### src/rtl/perf_pkg.sv
// ----------------------------------------------------------------------------
// perf_pkg
// Shared types for the performance-window controller: the buffered sample
// record and the controller FSM state encoding.
// ----------------------------------------------------------------------------
package perf_pkg;

    localparam int PERF_CNT_W = 64;
    localparam int PERF_SEQ_W = 16;

    // One measurement record as held in the sample FIFO.
    typedef struct packed {
        logic [PERF_CNT_W-1:0] cycles;
        logic [PERF_CNT_W-1:0] instrs;
        logic [PERF_SEQ_W-1:0] seq;
        logic                  is_final;
    } perf_sample_t;

    typedef enum logic [1:0] {
        IDLE      = 2'd0,
        MEASURE   = 2'd1,
        STOP_PEND = 2'd2,
        FLUSH     = 2'd3
    } perf_win_state_e;

endpackage

### src/rtl/perf_sample_fifo.sv
// ----------------------------------------------------------------------------
// perf_sample_fifo
// First-word-fall-through FIFO of perf_sample_t records. A word pushed in one
// cycle is visible at data_o in the next. A push into a full FIFO is taken
// only when a pop happens in the same cycle.
//
// Ports
//   clk_i, rst_i   clock, asynchronous active-high reset
//   push_i/data_i  write request and record
//   pop_i          consume head record (ignored when empty)
//   data_o         head record (zero when empty)
//   full_o         DEPTH records held
//   empty_o        no record held
//   last_o         exactly one record held
// ----------------------------------------------------------------------------
import perf_pkg::*;

module perf_sample_fifo #(
    parameter int DEPTH = 4,
    parameter int W     = $bits(perf_sample_t)
) (
    input  logic         clk_i,
    input  logic         rst_i,
    input  logic         push_i,
    input  logic [W-1:0] data_i,
    input  logic         pop_i,
    output logic [W-1:0] data_o,
    output logic         full_o,
    output logic         empty_o,
    output logic         last_o
);

    localparam int          AW       = $clog2(DEPTH);
    localparam logic [AW:0] FULL_CNT = (AW+1)'(DEPTH);

    logic [W-1:0]  r_mem [DEPTH];
    logic [AW-1:0] r_rd_ptr;
    logic [AW-1:0] r_wr_ptr;
    logic [AW:0]   r_count;

    logic w_pop;
    logic w_push;

    assign empty_o = (r_count == '0);
    assign full_o  = (r_count == FULL_CNT);
    assign last_o  = (r_count == (AW+1)'(1));

    assign w_pop  = pop_i && !empty_o;
    assign w_push = push_i && (!full_o || w_pop);

    // Masked so the head reads as zero whenever nothing is buffered.
    assign data_o = empty_o ? '0 : r_mem[r_rd_ptr];

    always_ff @(posedge clk_i or posedge rst_i) begin
        if (rst_i) begin
            r_rd_ptr <= '0;
            r_wr_ptr <= '0;
            r_count  <= '0;
        end else begin
            if (w_push) r_wr_ptr <= r_wr_ptr + 1'b1;
            if (w_pop)  r_rd_ptr <= r_rd_ptr + 1'b1;
            case ({w_push, w_pop})
                2'b10:   r_count <= r_count + 1'b1;
                2'b01:   r_count <= r_count - 1'b1;
                default: ;
            endcase
        end
    end

    // Storage needs no reset: the output mask hides stale entries.
    always_ff @(posedge clk_i) begin
        if (w_push) r_mem[r_wr_ptr] <= data_i;
    end

endmodule

### src/rtl/perf_window_ctrl.sv
// ----------------------------------------------------------------------------
// perf_window_ctrl
// Measurement-window controller for mcycle/minstret. Opens a window on
// start_i, optionally emits periodic interval records, closes with a final
// record on stop_i and hands records to a consumer via valid/ready.
//
// Ports
//   clk_i, rst_i          clock, asynchronous active-high reset
//   mcycle_i, minstret_i  live counter values
//   start_i, stop_i       window open / close pulses
//   interval_i            periodic interval in cycles (0 = off), taken at start
//   sample_*_o            head record: valid, cycles, instrs, seq, final
//   sample_ready_i        consumer accepts head record
//   drop_cnt_o            periodic records lost to a full FIFO (saturating)
//   busy_o                controller not idle
//
// state     | meaning
// ----------+------------------------------------------------------------
// IDLE      | waiting for start_i
// MEASURE   | window open, periodic ticks active
// STOP_PEND | final record held until the FIFO has room
// FLUSH     | window closed, draining FIFO before returning to IDLE
// ----------------------------------------------------------------------------
import perf_pkg::*;

module perf_window_ctrl #(
    parameter int CNT_W      = PERF_CNT_W,
    parameter int INTERVAL_W = 32,
    parameter int FIFO_DEPTH = 4,
    parameter int SEQ_W      = PERF_SEQ_W
) (
    input  logic                  clk_i,
    input  logic                  rst_i,
    input  logic [CNT_W-1:0]      mcycle_i,
    input  logic [CNT_W-1:0]      minstret_i,
    input  logic                  start_i,
    input  logic                  stop_i,
    input  logic [INTERVAL_W-1:0] interval_i,
    output logic                  sample_valid_o,
    input  logic                  sample_ready_i,
    output logic [CNT_W-1:0]      sample_cycles_o,
    output logic [CNT_W-1:0]      sample_instrs_o,
    output logic [SEQ_W-1:0]      sample_seq_o,
    output logic                  sample_final_o,
    output logic [SEQ_W-1:0]      drop_cnt_o,
    output logic                  busy_o
);

    localparam int REC_W = $bits(perf_sample_t);

    perf_win_state_e       r_state;
    logic [CNT_W-1:0]      r_base_cyc;
    logic [CNT_W-1:0]      r_base_ins;
    logic [INTERVAL_W-1:0] r_timer;
    logic [INTERVAL_W-1:0] r_ival;
    logic [SEQ_W-1:0]      r_seq;
    logic [SEQ_W-1:0]      r_drop;
    perf_sample_t          r_pend;

    perf_sample_t w_rec;
    perf_sample_t w_push_rec;
    perf_sample_t w_head;
    logic [REC_W-1:0] w_head_bits;
    logic w_full;
    logic w_empty;
    logic w_last;
    logic w_pop;
    logic w_space;
    logic w_tick;
    logic w_push;

    // Deltas against the current base; modulo arithmetic handles wrap.
    always_comb begin
        w_rec.cycles   = mcycle_i - r_base_cyc;
        w_rec.instrs   = minstret_i - r_base_ins;
        w_rec.seq      = r_seq;
        w_rec.is_final = stop_i;
    end

    assign w_pop   = !w_empty && sample_ready_i;
    assign w_space = !w_full || w_pop;
    assign w_tick  = (r_state == MEASURE) && (r_ival != '0) &&
                     (r_timer == INTERVAL_W'(1));

    // A stop coinciding with a tick pushes only the final record.
    always_comb begin
        w_push     = 1'b0;
        w_push_rec = w_rec;
        case (r_state)
            MEASURE:   w_push = (stop_i || w_tick) && w_space;
            STOP_PEND: begin
                w_push     = w_space;
                w_push_rec = r_pend;
            end
            default:   ;
        endcase
    end

    always_ff @(posedge clk_i or posedge rst_i) begin
        if (rst_i) begin
            r_state    <= IDLE;
            r_base_cyc <= '0;
            r_base_ins <= '0;
            r_timer    <= '0;
            r_ival     <= '0;
            r_seq      <= '0;
            r_drop     <= '0;
            r_pend     <= '0;
        end else begin
            case (r_state)
                IDLE: begin
                    if (start_i) begin
                        r_base_cyc <= mcycle_i;
                        r_base_ins <= minstret_i;
                        r_timer    <= interval_i;
                        r_ival     <= interval_i;
                        r_seq      <= '0;
                        r_drop     <= '0;
                        r_state    <= MEASURE;
                    end
                end
                MEASURE: begin
                    if (stop_i) begin
                        if (!w_space) begin
                            r_pend  <= w_rec;
                            r_state <= STOP_PEND;
                        end else begin
                            r_state <= FLUSH;
                        end
                    end else if (r_ival != '0) begin
                        if (w_tick) begin
                            r_timer    <= r_ival;
                            r_base_cyc <= mcycle_i;
                            r_base_ins <= minstret_i;
                            r_seq      <= r_seq + 1'b1;
                            if (!w_space && (r_drop != '1))
                                r_drop <= r_drop + 1'b1;
                        end else begin
                            r_timer <= r_timer - 1'b1;
                        end
                    end
                end
                STOP_PEND: begin
                    if (w_space) r_state <= FLUSH;
                end
                FLUSH: begin
                    // Leave on the cycle the last record is popped.
                    if (w_empty || (w_last && w_pop)) r_state <= IDLE;
                end
                default: r_state <= IDLE;
            endcase
        end
    end

    perf_sample_fifo #(
        .DEPTH (FIFO_DEPTH),
        .W     (REC_W)
    ) u_fifo (
        .clk_i   (clk_i),
        .rst_i   (rst_i),
        .push_i  (w_push),
        .data_i  (w_push_rec),
        .pop_i   (sample_ready_i),
        .data_o  (w_head_bits),
        .full_o  (w_full),
        .empty_o (w_empty),
        .last_o  (w_last)
    );

    assign w_head          = perf_sample_t'(w_head_bits);
    assign sample_valid_o  = !w_empty;
    assign sample_cycles_o = w_head.cycles;
    assign sample_instrs_o = w_head.instrs;
    assign sample_seq_o    = w_head.seq;
    assign sample_final_o  = w_head.is_final;
    assign drop_cnt_o      = r_drop;
    assign busy_o          = (r_state != IDLE);

endmodule

### config.mk
export PLATFORM = sky130hd
export DESIGN_NAME = perf_window_ctrl
export DESIGN_NICKNAME = d
export VERILOG_FILES = /design/src/rtl/perf_pkg.sv /design/src/rtl/perf_sample_fifo.sv /design/src/rtl/perf_window_ctrl.sv
export SDC_FILE = /design/constraint.sdc
export NUM_CORES = 2
export LEC_CHECK = 0
export CORE_MARGIN = 5
export CORE_UTILIZATION = 40
export CTS_CLUSTER_SIZE = 16
export DETAILED_ROUTE_END_ITERATION = 16
export PLACE_DENSITY = 0.63
export REMOVE_ABC_BUFFERS = 1
export SYNTH_ARGS = -nofsm -noshare
export SYNTH_HDL_FRONTEND = slang
export SYNTH_SLANG_ARGS = --single-unit
### constraint.sdc
create_clock -name clk_i -period 39.5 [get_ports clk_i]
set_input_delay 7.9 -clock clk_i [delete_from_list [all_inputs] [get_ports clk_i]]
set_output_delay 7.9 -clock clk_i [all_outputs]
set_load 0.1 [all_outputs]
==> summary.md <==
| Metric | Value |
|---|---|
| Status | complete, no violations |
| CTS Sinks | about 960 |
| Number of DRC markers in iteration 0 | ~2,200 |
| Critical Path AT | 5050 ps |
| Clock Latency Late Sink | 670 ps |
| Largest fanout on the critical path | 41 |
| Post_cts resized | 0 |
| Met1 WL | 53,300 um |
| Pre-Repair DR Iteration Count | 5 |
| First-pass GRT wire length | approximately 190,000 um |
| Max Used Layer | met5 |
| Tcrit/Tclk final | between 30% and 40% |
| Yosys top cell area share | 37.3% |
| Worst setup SP type | flip-flop |
| # nets final | 4,651 |
| DR DRC count | 0 |
| TritonCTS clock tree | yes |
| Unique masters post-synth | 78 |
| Total track usage | just under 20% |
| Initial core utilization | between 40% and 50% |
| Final hold vios | 0 |
| CP max stage delay | 1010 ps |
| Yosys warning count | 0 |
| Die X | approximately 350 um |
| Critical path start-end classification | flip-flop to output port |
| Highest clock rate | 77.2 MHz |
| Initial antenna violation count | 13 |
| Die area | 0.124 mm2 |
| Setup violators final | 0 |
| Routed met3 length | between 6000 and 7000 um |
| DP HPWL | between 80,000 and 90,000 um |
| Least-Margin Pin Slew | 1100 ps |
| Min-delay worst type | flip-flop to flip-flop |
| Synthesis-stage register bit count | approximately 960 |
| Slowest-stage cell, CP | clkdlybuf4s50_1 |
| Clk_skew | 22.1 ps |
| Synth Instances | just over 4,000 |
| Sequential area share after synthesis | between 50% and 60% |
| Synth Cell Area | 0.0467 mm2 |
| RSZ-0062 raised after global routing | no |
| Clock-pin slew on the worst setup and hold paths | 60 ps |
| Grt ovf | 0 |
| Core Util, Final | a little under half |
| DR vias | 31,700 |
| Wire per inst | slightly above 20 um |
| CTS root buf | clkbuf_16 |
| TritonCTS Buffers | 102 |
| Number of synthesized flops with an enable pin | 580 |
| Core area | approximately 0.12 mm2 |
| H-Tree Depth | 3 |
| Post-synth ARST share | 39.5% |
| I/O Pins | 328 |
| WL met2 | a little under 60,000 um |
| Setup_tns | 0 ps |
| # Post-CTS Setup Buffers | 0 |
| Final Critical Period | 12,950 ps |
| Main synth FF type | edfxtp_1 |
| Final ANT Viol Nets | 0 |
| Final wirelength | ~120,000 um |
| Row cnt | ~130 |
| Most common cell in the synthesized netlist | nand2_1 |
| Biggest area consumer among synthesized cells | edfxtp_1 |
| Synth top cells by count | 713 x nand2_1, 580 x edfxtp_1, 475 x o21ai_0 |
| Crit-path cells | buf_4 -> buf_4 -> mux4_2 -> and2_1 -> clkdlybuf4s50_1 |
| Vias in the first global route | 31,400 |
| CTS Hold Buffers Added | 0 |
| Layout cells sized above 1 | around 8.9% |
| Dominant cells by area after synthesis | edfxtp_1 37%, dfrtp_1 20%, mux4_2 7.0% |
| Placer Congestion | slightly below 0.9 |
| Number of port buffers | roughly 330 |
| CTS max path bufs | 3 |
| Largest net degree at the start of global routing | 112 |
| Post-Syn Area per Cell | between 10 and 15 um2 |
| Max cap viols | 0 |
| DIE HEIGHT | 352 um |
| Area Overhead vs Synth | 17.5% |
| Vias/cell | roughly 5.3 |
| Slew HR | between 20% and 30% |
| Critical path endpoint category | output port |
| Critical path required time | 31,600 ps |
| Max-slew violation count | 0 |
| Critical path's most frequent cell | buf_4 |
cells by family after synthesis:
| family | count (synthesis) | share of synthesized area, % |
|---|---|---|
| xor+xnor | 159 | 2.98 |
| buf+inv | 390 | 3.19 |
| compound gates | 938 | 11.9 |
| simple gates | 1317 | 12.9 |
| mux | 172 | 7.62 |
| fa+ha+maj | 146 | 3.94 |
| flops | 958 | 57.5 |
routing by layer:
layer	vias up	GRT usage [%]
li1	15300	-
met1	15500	25.9
met2	681	32.5
met3	149	3.44
met4	10	4.62
met5	-	0
state kept, by name, indices dropped and copies added (netlist names):
| name | count |
|---|---|
| u_fifo.r_count | 3 |
| r_ival | 32 |
| r_base_cyc | 64 |
| drop_cnt_o | 16 |
| r_seq | 16 |
| u_fifo.r_mem | 580 |
| u_fifo.r_rd_ptr | 2 |
| r_state | 2 |
| r_timer | 32 |
| u_fifo.r_wr_ptr | 2 |
| r_pend | 145 |
| r_base_ins | 64 |
cell type report:
type / count / area, um2
diodes: 6 / 15.0
clock buffers: 134 / 2780
clock inverters: 59 / 643
fillers: 10500 / 61100
inverters: 180 / 683
multi-input cells: 2732 / 18400
flip-flops and latches: 958 / 26900
well taps: 1524 / 1910
repair buffers: 366 / 3590
worst paths after layout:
kind                                     from                  end  slack [ps]  cells past startpoint
setup / recovery           u_fifo.r_rd_ptr[0]  sample_cycles_o[60]       26550                      5
hold / removal                      r_pend[0]            r_pend[0]         470                      1
setup reg to reg                  r_timer[12]  u_fifo.r_mem[3][87]       33810                      9
hold reg to reg                     r_pend[0]            r_pend[0]         470                      1
max in group asynchronous               rst_i   u_fifo.r_rd_ptr[0]       29630                      4
min in group asynchronous               rst_i           r_pend[41]        7710                      2
stage by stage:
stage / instance area [um2] / std cells / setup WS [ps] / hold slack, ps
global route: 54900 / 5955 / 26160 / 483
global placement: 51500 / 5760 / 27100 / 452
floorplan: 45900 / 3870 / 21100 / 435
CTS: 54900 / 5953 / 26380 / 473
detailed placement: 51500 / 5760 / 27120 / 460
finish: 54900 / 5959 / 26550 / 469
critical path, delay by kind of cell, from the launching register on:
kind          cells  cell delay (ps)
simple gates      1              270
flops             1              870
mux               1              590
buf+inv           3             2480
layout by cell type (no fill, tap or decap), types with 38 or more instances in the layout:
| cell | Yosys | final |
|---|---|---|
| nand2_1 | 713 | 713 |
| edfxtp_1 | 580 | 580 |
| o21ai_0 | 475 | 475 |
| dfrtp_1 | 378 | 376 |
| clkdlybuf4s50_1 | 0 | 326 |
| inv_1 | 179 | 178 |
| a21oi_1 | 169 | 169 |
| nor2_1 | 162 | 161 |
| and2_1 | 163 | 159 |
| mux4_2 | 145 | 145 |
| ha_1 | 144 | 143 |
| clkbuf_16 | 0 | 105 |
| xnor2_1 | 82 | 82 |
| xor2_1 | 77 | 77 |
| nand3_1 | 61 | 60 |
| a21o_1 | 52 | 52 |
| nor3_1 | 43 | 43 |
| buf_4 | 1 | 38 |
Power is not shown: default switching activity piles up to over one toggle a cycle in this logic, so the estimate is an artifact.
